**src/rtl/edge_oneshot_pkg.sv**
```systemverilog
// Shared definitions for the multi-channel debounced edge oneshot:
// mode encodings, repeat FSM states and counter sizing helpers.
package edge_oneshot_pkg;

  typedef enum logic [1:0] {
    MODE_OFF  = 2'b00,
    MODE_RISE = 2'b01,
    MODE_FALL = 2'b10,
    MODE_BOTH = 2'b11
  } mode_e;

  typedef enum logic [1:0] {
    RPT_IDLE   = 2'b00,
    RPT_HOLD   = 2'b01,
    RPT_REPEAT = 2'b10
  } rpt_state_e;

  // Bits needed for a counter spanning 0..max_count
  function automatic int cnt_width(input int unsigned max_count);
    return (max_count == 0) ? 1 : $clog2(max_count + 1);
  endfunction

  function automatic int unsigned max_u(input int unsigned a, input int unsigned b);
    return (a > b) ? a : b;
  endfunction

endpackage

```
**src/rtl/edge_oneshot_ch.sv**
```systemverilog
// One channel: input synchroniser, stable-count debounce, selectable edge
// pulse and hold-to-repeat FSM.
module edge_oneshot_ch
  import edge_oneshot_pkg::*;
#(
  parameter int SYNC_STAGES = 2,
  parameter int DB_CYCLES   = 1000,
  parameter int HOLD_CYCLES = 50000000,
  parameter int RPT_CYCLES  = 10000000
) (
  input  logic       clk,
  input  logic       rst,
  input  logic       din,
  input  logic [1:0] mode,
  input  logic       rpt_en,
  output logic       level_db,
  output logic       pulse,
  output logic       pulse_nxt
);

  localparam int DBW = cnt_width(DB_CYCLES);
  localparam int RW  = cnt_width(max_u(HOLD_CYCLES, RPT_CYCLES));
  localparam logic [DBW-1:0] DB_LAST   = DBW'(DB_CYCLES - 1);
  localparam logic [RW-1:0]  HOLD_LAST = RW'(HOLD_CYCLES - 1);
  localparam logic [RW-1:0]  RPT_LAST  = RW'(RPT_CYCLES - 1);

  logic [SYNC_STAGES-1:0] sync_q;
  logic                   sync;
  logic [DBW-1:0]         db_cnt;
  logic                   level_d;
  logic                   rise;
  logic                   fall;
  logic                   rise_en;
  logic                   fall_en;
  logic                   rpt_fire;
  rpt_state_e             state, state_nxt;
  logic [RW-1:0]          rpt_cnt, rpt_cnt_nxt;

  assign sync = sync_q[SYNC_STAGES-1];
  assign rise = level_db & ~level_d;
  assign fall = ~level_db & level_d;

  always_ff @(posedge clk or negedge rst) begin
    if (!rst) begin
      sync_q   <= '0;
      db_cnt   <= '0;
      level_db <= 1'b0;
      level_d  <= 1'b0;
      pulse    <= 1'b0;
    end else begin
      sync_q  <= {sync_q[SYNC_STAGES-2:0], din};
      level_d <= level_db;
      pulse   <= pulse_nxt;
      if (sync != level_db) begin
        if (db_cnt == DB_LAST) begin
          level_db <= ~level_db;
          db_cnt   <= '0;
        end else begin
          db_cnt <= db_cnt + 1'b1;
        end
      end else begin
        db_cnt <= '0;
      end
    end
  end

  always_ff @(posedge clk or negedge rst) begin
    if (!rst) begin
      state   <= RPT_IDLE;
      rpt_cnt <= '0;
    end else begin
      state   <= state_nxt;
      rpt_cnt <= rpt_cnt_nxt;
    end
  end

  // A release or disable aborts the repeat sequence from any state
  always_comb begin
    state_nxt   = state;
    rpt_cnt_nxt = rpt_cnt;
    if (fall || !rpt_en) begin
      state_nxt   = RPT_IDLE;
      rpt_cnt_nxt = '0;
    end else begin
      case (state)
        RPT_IDLE: begin
          if (rise) begin
            state_nxt   = RPT_HOLD;
            rpt_cnt_nxt = '0;
          end
        end
        RPT_HOLD: begin
          if (rpt_cnt == HOLD_LAST) begin
            state_nxt   = RPT_REPEAT;
            rpt_cnt_nxt = '0;
          end else begin
            rpt_cnt_nxt = rpt_cnt + 1'b1;
          end
        end
        RPT_REPEAT: begin
          if (rpt_cnt == RPT_LAST) rpt_cnt_nxt = '0;
          else                     rpt_cnt_nxt = rpt_cnt + 1'b1;
        end
        default: begin
          state_nxt   = RPT_IDLE;
          rpt_cnt_nxt = '0;
        end
      endcase
    end
  end

  always_comb begin
    rise_en   = (mode_e'(mode) == MODE_RISE) || (mode_e'(mode) == MODE_BOTH);
    fall_en   = (mode_e'(mode) == MODE_FALL) || (mode_e'(mode) == MODE_BOTH);
    rpt_fire  = rpt_en && (((state == RPT_HOLD)   && (rpt_cnt == HOLD_LAST)) ||
                           ((state == RPT_REPEAT) && (rpt_cnt == RPT_LAST)));
    pulse_nxt = (rise && rise_en) || (fall && fall_en) || rpt_fire;
  end

endmodule

```
**src/rtl/edge_oneshot_multi.sv**
```systemverilog
// N_CH independent debounced edge oneshots plus a registered any-event flag.
module edge_oneshot_multi
  import edge_oneshot_pkg::*;
#(
  parameter int N_CH        = 4,
  parameter int SYNC_STAGES = 2,
  parameter int DB_CYCLES   = 1000,
  parameter int HOLD_CYCLES = 50000000,
  parameter int RPT_CYCLES  = 10000000
) (
  input  logic              clk,
  input  logic              rst,
  input  logic [N_CH-1:0]   din,
  input  logic [2*N_CH-1:0] mode,
  input  logic [N_CH-1:0]   rpt_en,
  output logic [N_CH-1:0]   level_db,
  output logic [N_CH-1:0]   pulse,
  output logic              event_any
);

  logic [N_CH-1:0] pulse_nxt;

  for (genvar i = 0; i < N_CH; i++) begin : g_ch
    edge_oneshot_ch #(
      .SYNC_STAGES (SYNC_STAGES),
      .DB_CYCLES   (DB_CYCLES),
      .HOLD_CYCLES (HOLD_CYCLES),
      .RPT_CYCLES  (RPT_CYCLES)
    ) u_ch (
      .clk       (clk),
      .rst       (rst),
      .din       (din[i]),
      .mode      (mode[2*i+1:2*i]),
      .rpt_en    (rpt_en[i]),
      .level_db  (level_db[i]),
      .pulse     (pulse[i]),
      .pulse_nxt (pulse_nxt[i])
    );
  end

  // Built from next-state pulses so it lines up with the registered pulse vector
  always_ff @(posedge clk or negedge rst) begin
    if (!rst) event_any <= 1'b0;
    else      event_any <= |pulse_nxt;
  end

endmodule

```
**config.mk**
```make
export PLATFORM = sky130hd
export DESIGN_NAME = edge_oneshot_multi
export DESIGN_NICKNAME = d
export VERILOG_FILES = /design/src/rtl/edge_oneshot_pkg.sv /design/src/rtl/edge_oneshot_ch.sv /design/src/rtl/edge_oneshot_multi.sv
export SDC_FILE = /design/constraint.sdc
export NUM_CORES = 1
export LEC_CHECK = 0
export ABC_AREA = 1
export CAP_MARGIN = 10
export CORE_MARGIN = 2
export CORE_UTILIZATION = 60
export CTS_BUF_LIST = sky130_fd_sc_hd__clkbuf_2 sky130_fd_sc_hd__clkbuf_4 sky130_fd_sc_hd__clkbuf_8
export CTS_CLUSTER_SIZE = 10
export DETAILED_ROUTE_END_ITERATION = 16
export GPL_TIMING_DRIVEN = 1
export PLACE_DENSITY = 0.87
export SLEW_MARGIN = 5
export SYNTH_ARGS = -nofsm -noshare
export SYNTH_HDL_FRONTEND = slang
export SYNTH_SLANG_ARGS = --single-unit
```
**constraint.sdc**
```tcl
create_clock -name clk -period 2.8 [get_ports clk]
set_clock_uncertainty 0.05 [all_clocks]
set_input_delay 0.28 -clock clk [delete_from_list [all_inputs] [get_ports clk]]
set_output_delay 0.28 -clock clk [all_outputs]
set_load 0.05 [all_outputs]
```
# Word-level counts from Yosys, hierarchy flattened
# Cells that the tools add are included.
classes:
  add_sub_neg: 8
  eq_ne: 48
  n_mux: 44
  bitwise: 16
  reduce_logical: 61
ops:
  columns: ["cell", "n"]
  rows:
  - ["26-bit 2-to-1 mux", 16]
  - ["26-bit case mux with 3 select lines", 4]
  - ["26-bit by 1-bit adder with 26-bit output (second input constant)", 4]
  - ["26-bit by 24-bit equality test with 1-bit output (second input constant)", 4]
  - ["26-bit equality test (second input constant)", 4]
  - ["10-bit 2-to-1 mux", 8]
  - ["10-bit by 1-bit adder with 10-bit output (second input constant)", 4]
  - ["10-bit equality test (second input constant)", 4]
  - ["2-bit equality test (second input constant)", 12]
  - ["1-bit logical OR", 24]
  - ["2-bit 2-to-1 mux", 12]
  - ["3-bit by 1-bit != test with 1-bit output (second input constant)", 8]
  - ["2-bit case mux with 3 select lines", 4]
  - ["1-bit logical AND", 20]
  - ["2-bit by 1-bit equality test with 1-bit output (second input constant)", 8]
  - ["3-bit AND reduction", 4]
  - ["1-bit bitwise AND", 8]
  - ["2-bit logical NOT", 4]
  - ["2-bit by 1-bit != test with 1-bit output (second input constant)", 4]
  - ["1-bit inverter", 8]
  - ["2-bit AND reduction", 4]
  - ["1-bit logical NOT", 4]
  - ["1-bit != test", 4]
  - ["4-bit OR reduction", 1]
totals:
  reg_bits: 173
  in_bits: 18
  output_inout_bits: 9
  word_cells: 206

# Logic depth before layout (Yosys ltp)
# Gate-level depths: netlist of run 1.
logic_depth:
  depth_word: 6
  mapped_depth: 12
  mapped_depth_nobuf: 12

# By module
# Synthesis of run 1 repeated with hierarchy kept, for this count alone.
unflattened:
  hier_cells: 1464
  hier_area_um2: 10996.8
by_module_without_submodules:
  columns: ["mod", "instances", "cells_per_inst", "area_per_inst_um2", "seq_area_each_um2"]
  rows:
  - ["edge_oneshot_ch", 4, 365, 2740.1, 1076.0]
  - ["edge_oneshot_multi", 1, 4, 36.3, 25.0]

# Least setup slack after synthesis of run 1
# OpenSTA, ideal clock, no wires.
synth_path:
  path_kind: "register to register"
  startpoint: "register g_ch[3].u_ch.state[0]"
  endpoint: "register g_ch[3].u_ch.rpt_cnt[15]"
  setup_ns: 0.133
  arrival_time_ns: 1.403
  required_ns: 2.617
  path_slack_ns: 1.214
  path_stages_with_launch: 9
  n_path_buf: 1
  period_less_slack_ns: 1.586
  path_cell_list: "dfrtp_1 > inv_1 > ha_1 > o21ai_1 > nor2_2 > inv_2 > buf_2 > a31oi_1 > a21oi_1"
synth_via:
  elab_chain_cells: 3
  word_cells_on_any_way: 6
  classes_between: "eq/ne: 3; mux: 2; reduce/logical: 1"
synth_rtl:
  columns: ["item", "line_no", "text"]
  rows:
  - ["start: declaration", "edge_oneshot_ch.sv:36", "rpt_state_e state, state_nxt;"]
  - ["start signal: assignment", "edge_oneshot_ch.sv:72", "state <= state_nxt;"]
  - ["2-bit equality test (tied with other cells)", "edge_oneshot_ch.sv:85", "case (state)"]
  - ["26-bit case mux with 3 select lines", "edge_oneshot_ch.sv:85", null]
  - ["26-bit 2-to-1 mux", "edge_oneshot_ch.sv:81", "if (fall || !rpt_en) begin"]
  - ["end signal: assignment", "edge_oneshot_ch.sv:73", "rpt_cnt <= rpt_cnt_nxt;"]
  - ["end: declaration", "edge_oneshot_ch.sv:37", "logic [RW-1:0] rpt_cnt, rpt_cnt_nxt;"]
# Several ways; a longest one is shown, not always the timed one.
# A chain may end at the register's enable or synchronous reset.

# Worst setup path after layout of run 1
layout_path:
  startpoint: "register g_ch[2].u_ch.level_db"
  endpoint: "output level_db[2]"
layout_lines:
  columns: ["item", "line_no", "text"]
  rows:
  - ["start: declaration", "edge_oneshot_ch.sv:16", "output logic level_db,"]
  - ["start signal: assignment", "edge_oneshot_ch.sv:56", "level_db <= ~level_db;"]
  - ["end: declaration", "edge_oneshot_multi.sv:16", "output logic [N_CH-1:0] level_db,"]
# No word-level cell between the ends.

==> results of run 1 <==
## logic make-up (layout without fill, tap and decap cells)
| family | after synthesis | count (layout) |
|---|---|---|
| AND/OR/NAND/NOR | 858 | 858 |
| buffers and inverters | 230 | 274 |
| AO/OA/AOI/OAI | 191 | 191 |
| flip-flops | 173 | 173 |
| XOR/XNOR | 51 | 51 |
| adder cells (fa/ha/maj) | 28 | 28 |
## flip-flops by register name (all words and copies together) (netlist names)
register,cells
g_ch.u_ch.level_d,4
g_ch.u_ch.rpt_cnt,104
g_ch.u_ch.pulse,4
g_ch.u_ch.level_db,4
g_ch.u_ch.state,8
g_ch.u_ch.sync_q,8
g_ch.u_ch.db_cnt,40
event_any,1
## synthesized netlist by cell type, types with 6 or more instances
cell	n
a21oi_2	20
xor2_1	44
nand2_1	399
nand3_1	108
nand2_4	6
nor2_2	11
buf_2	7
nand4_1	33
inv_1	196
nand2_2	10
nor2_1	223
nor3_1	41
dfrtp_1	173
o21ai_1	31
inv_2	8
ha_1	28
buf_4	10
xnor2_1	7
o21ai_0	40
a31oi_1	8
a21oi_1	72
## path summary, 6_finish.rpt
check                                             startpoint                              endpoint  slack (ps)  cells past startpoint
max reg2reg                g_ch[1].u_ch.level_db$_DFFE_PN0P_  g_ch[1].u_ch.rpt_cnt[14]$_DFFE_PN0P_         800                      8
min reg2reg                 g_ch[1].u_ch.sync_q[0]$_DFF_PN0_      g_ch[1].u_ch.sync_q[1]$_DFF_PN0_         310                      0
min                                                   din[3]      g_ch[3].u_ch.sync_q[0]$_DFF_PN0_         170                      1
max in group asynchronous                                rst  g_ch[1].u_ch.rpt_cnt[22]$_DFFE_PN0P_        1480                      3
max                        g_ch[2].u_ch.level_db$_DFFE_PN0P_                           level_db[2]         640                      1
min in group asynchronous                                rst      g_ch[0].u_ch.db_cnt[3]$_DFF_PN0_         300                      2
## area by class of cell
cell class / count / share of cell area, %
clock inverter: 15 / 1.67
multi-input combinational: 1128 / 47.6
tap: 229 / 2.43
timing repair buffer: 37 / 3.05
inverter: 205 / 6.53
sequential: 173 / 36.7
clock buffer: 17 / 1.99
## per-stage QoR
stage | power [µW] | worst slack (ps) | hold slack [ps]
floorplan | 3800 | 1210 | -65.6
global placement | 4100 | 767 | 285
detailed placement | 4150 | 629 | 286
CTS | 6010 | 631 | 143
global route | 6320 | 568 | 137
finish | 5980 | 643 | 170
## metal layers
metal	wire, µm	up-vias	part of all wire (%)	GRT usage [%]
met1	11100	4621	45	36.3
li1	-	4952	-	-
met5	0	-	0	0
met3	1640	36	6.6	5.56
met2	11600	379	47	43.7
met4	364	0	1.5	7.44
## power by group
part / switching (µW) / total, µW / internal (µW)
Combinational: 1070 / 1460 / 393
Clock: 1080 / 1860 / 772
Sequential: 72.5 / 2660 / 2590
==> flow_summary.ini, run 1 <==
[outcome]
status = finished clean

[sta]
slew-limit-headroom_pct = 53.8
finalSetupViolations = 0
slew_violations = 0
fmax_mhz = 464
grt_setup_unrepaired = no
fin_tns_setup_ps = 0
max_slew.worst_pin.slew_ps = 693
fin_crit_sh_pct = 77.0
hold_viol_final = 0
min_period_ps = 2160

[drt]
first_pass_iters = 6
routed_via_density = 5.54
wl_per_cell_um = 13.7
drtIter0Drc = 1085
routed_wl_um = 24700
drc = 0
postRouteAntennaNets = 0
via_count = 9988

[worst_setup_path]
cp.required_ps = 2470
critical_path_class = flop to output pin
crit_fanout = 6
cp-start-kind = flop
crit_family = buffers and inverters
worst-path-buf-inv = 1
path_cells = clkdlybuf4s50_1
critPathArrivalTime_ps = 1830
worst_path_max_delay_cell = clkdlybuf4s50_1
cp-end-kind = output pin
max_stage_delay_ps = 850

[cts]
clk_latency_ps = 490
clk_pin_slew_ps = 110
clk_path_buf_depth = 2
cts_hold_buf = 1
cts_tree = done
cts_resized = 0
clkSinkCount = 173
postCtsSetupBuffers = 0
htreeDepth = 4
cts-root-buf = clkbuf_8
numCtsBuffers = 17

[yosys]
synth.area.top_cells = dfrtp_1 40%, nand2_1 14%, nor2_1 7.7%, inv_1 6.8%, nand3_1 5.0%
synth_seq_cells = 173
synth_xor_area_share_pct = 4.10
async_reset_ff_share_pct = 100
synth_top_family_by_area = simple AND/OR/NAND/NOR gates
synthMuxAreaShare_pct = 0
ys.flop_type = dfrtp_1
synth_warnings = 0
yosys.cell_types.count = 44
synth_edf_count = 0
syn_avg_cell_area_um2 = 7.11
yosys.area.top_type = dfrtp_1
netlist_instances = 1531
synth_top_area_share_pct = 39.8
synth_compound_area_share_pct = 10.1
syn_nets = 1577
syn_area_mm2 = 0.0109
ys_seq_area_share_pct = 39.8
synthSimpleGateAreaFrac_pct = 34.1
synth_fa_ha_area_share_pct = 3.22

[finish]
final_cell_mix = 399 x nand2_1, 223 x nor2_1, 196 x inv_1, 173 x dfrtp_1, 108 x nand3_1
multi_input_area_mm2 = 0.00561
num_antenna_cells = 0
regArea_mm2 = 0.00433
layout-drive-gt1-share_pct = 7.11
nFillCells = 1523
areaGrowthSynthToFinish_pct = 8.24
layout.cells.non_filler = 1804
layout_commonest_cell = nand2_1
final_cell_area_mm2 = 0.0118
post-route-util_pct = 65.8
nets = 1608

[global_routing]
grt_pass1_wl_um = 43000
grt_pass1_vias = 9396
grtUsageTotal_pct = 26.7
grt_overflow = 0
antenna_found_initial = 0
grt_max_degree = 75

[job]
drv_cap = 0

[power_and_ir_drop]
leakage_uw = 0.00517
power_density_mw_per_mm2 = 508
vdd_drop_max_uv = 358

[placement]
gp_congestion = 1.00
place_area_mm2 = 0.0113
dp_hpwl_um = 18300
port_buffers = 26
dp.cells = 1771

[worst_hold_path]
min_path_type = primary input to flop

[floorplan]
core-area_mm2 = 0.0179
io_pins = 27
die_y_um = 139
die-width_um = 139
start_util_pct = 60.8
dieArea_mm2 = 0.0192
num_rows = 49
Power figures use the tool's default switching activity.
==> run 2: changes to the inputs <==
- CORE_UTILIZATION: 60 -> 59
- PLACE_DENSITY: 0.87 -> 0.89
- clock period: 2.8 -> 1.9 ns (I/O delays scaled with it)
==> flow_summary.ini, run 2 (synthesis results as in run 1) <==
[sta]
timing.hold.ws_ps = 81.7
hold_viol_final = 0
fin_crit_sh_pct = 97.2
min_period_ps = 1850
max_slew.worst_pin.slew_ps = 558
fmax_mhz = 541
slew-limit-headroom_pct = 63.0
slew_violations = 0
finalSetupViolations = 0

[finish]
largest-register = g_ch.u_ch.rpt_cnt
reg.largest.list = g_ch.u_ch.rpt_cnt x104, g_ch.u_ch.db_cnt x40
layout_commonest_cell = nand2_1
areaGrowthSynthToFinish_pct = 14.2
final_cell_mix = 396 x nand2_1, 217 x nor2_1, 194 x inv_1, 168 x dfrtp_1, 104 x nand3_1
layout.cells.non_filler = 1866
layout-drive-gt1-share_pct = 12.3
nets = 1670
largest_reg_flops = 104
num_antenna_cells = 0
final_cell_area_mm2 = 0.0124

[worst_setup_path]
path_cells = ha_1, inv_1, nor2_2, nand2_1, nor2_2, nand3_1, xor2_1, o21ai_1
cp.required_ps = 2250
worst-path-buf-inv = 1
cp_common_cell = nor2_2
critical_path_class = flop to flop
critPathArrivalTime_ps = 2200
reg2reg_from = g_ch[0].u_ch.rpt_cnt[1]$_DFFE_PN0P_
cp-end-kind = flop
crit_family = simple AND/OR/NAND/NOR gates
cp-start-kind = flop
worst_path_max_delay_cell = dfrtp_1
max_stage_delay_ps = 420
crit_fanout = 4
crit_start = g_ch[0].u_ch.rpt_cnt[1]$_DFFE_PN0P_

[drt]
postRouteAntennaNets = 0
wl_per_cell_um = 14.7
drc = 0
first_pass_iters = 7
drtIter0Drc = 1161
via_count = 10500
routed_wl_um = 27500
routed_via_density = 5.64

[global_routing]
grt_pass1_vias = 9880
grtUsageTotal_pct = 27.9
grt_max_degree = 46
grt_overflow = 0
antenna_found_initial = 0
grt_pass1_wl_um = 45200

[power_and_ir_drop]
vdd_drop_max_uv = 839
power_density_mw_per_mm2 = 760
leakage_uw = 0.00553

[job]
drv_cap = 0

[outcome]
status = finished clean

[cts]
clk_pin_slew_ps = 110
cts-root-buf = clkbuf_8
cts_tree = done
clk_latency_ps = 490
numCtsBuffers = 17
htreeDepth = 4
clk_path_buf_depth = 2
clkSinkCount = 173

[placement]
place_area_mm2 = 0.0117
port_buffers = 26
dp_hpwl_um = 20000
dp.cells = 1816
gp_congestion = 0.981

[floorplan]
core-area_mm2 = 0.0180
io_pins = 27
num_rows = 49
start_util_pct = 60.4
die-width_um = 140
die_y_um = 140
dieArea_mm2 = 0.0195

[worst_hold_path]
min-delay-start = din[3]
min_path_type = primary input to flop
run 2: cell count changes in the layout (fill, tap and decap cells not counted), moves of 4 or more:
cell             change
dfrtp_1              -5
nand3_1              -4
clkinvlp_4           +4
buf_4               +55
nor2_1               -6
clkdlybuf4s50_1      -8
buf_12               +5
nand3_2              +4
dfrtp_2              +5
dlygate4sd2_1        +8
run 2: final timing paths:
check                                                            end  slack (ps)  cells after the start
worst max-delay path            g_ch[0].u_ch.rpt_cnt[18]$_DFFE_PN0P_          50                      8
worst min-delay path                g_ch[3].u_ch.sync_q[0]$_DFF_PN0_          80                      1
worst max register to register  g_ch[0].u_ch.rpt_cnt[18]$_DFFE_PN0P_          50                      8
worst min register to register      g_ch[1].u_ch.sync_q[1]$_DFF_PN0_         310                      0
max in group asynchronous       g_ch[3].u_ch.rpt_cnt[13]$_DFFE_PN0P_        1040                      3
min in group asynchronous       g_ch[0].u_ch.rpt_cnt[10]$_DFFE_PN0P_         100                      2
run 2: stage by stage:
| step | setup TNS (ps) | total power (µW) | setup WS, ps | utilization [%] |
|---|---|---|---|---|
| 2_1_floorplan | 0 | 5600 | 314 | - |
| 3_3_place_gp | 0 | 6290 | 89.8 | 65.0 |
| 3_5_place_dp | 0 | 6400 | 23.3 | 65.0 |
| 4_1_cts | 0 | 9080 | 3.43 | 67.3 |
| 5_1_grt | -250 | 9890 | -41.2 | 69.0 |
| 6_report | 0 | 9450 | 52.9 | 69.0 |
run 2: worst reg2reg max path: stages, from the launching register on:
cell and delay [ps]:
dfrtp_1 420, ha_1 210, inv_1 60, nor2_2 170, nand2_1 210, nor2_2 230
nand3_1 140, xor2_1 160, o21ai_1 130
run 2: per-layer routing:
metal | GRT usage [%] | share of wire, % | up-vias
met2 | 47.0 | 48 | 421
met1 | 36.8 | 42 | 4973
li1 | - | - | 5073
met3 | 4.92 | 6.8 | 57
met4 | 8.74 | 2.3 | 0
met5 | 0 | 0 | -
run 2: what timing repair did:
item                                    CTS  global route
pin swaps                                 0             3
cloned                                    0             2
hold buffers                              1             0
gates resized for setup                   8            41
endpoints found under the hold margin   173             0
buffers inserted                          0            15
endpoints found under the setup margin    8            83
run 2: area by class of cell:
type / count / area [µm²]
clock buffers: 18 / 248
flip-flops and latches: 173 / 4340
repair buffers: 97 / 862
multi-input cells: 1128 / 5740
well taps: 229 / 287
fillers: 1444 / 5590
clock inverters: 14 / 171
repair inverters: 2 / 12.5
inverters: 205 / 777
run 2: report_power, final:
| group | switching, µW | internal, µW |
|---|---|---|
| Combinational | 1820 | 982 |
| Clock | 1580 | 1150 |
| Sequential | 111 | 3820 |
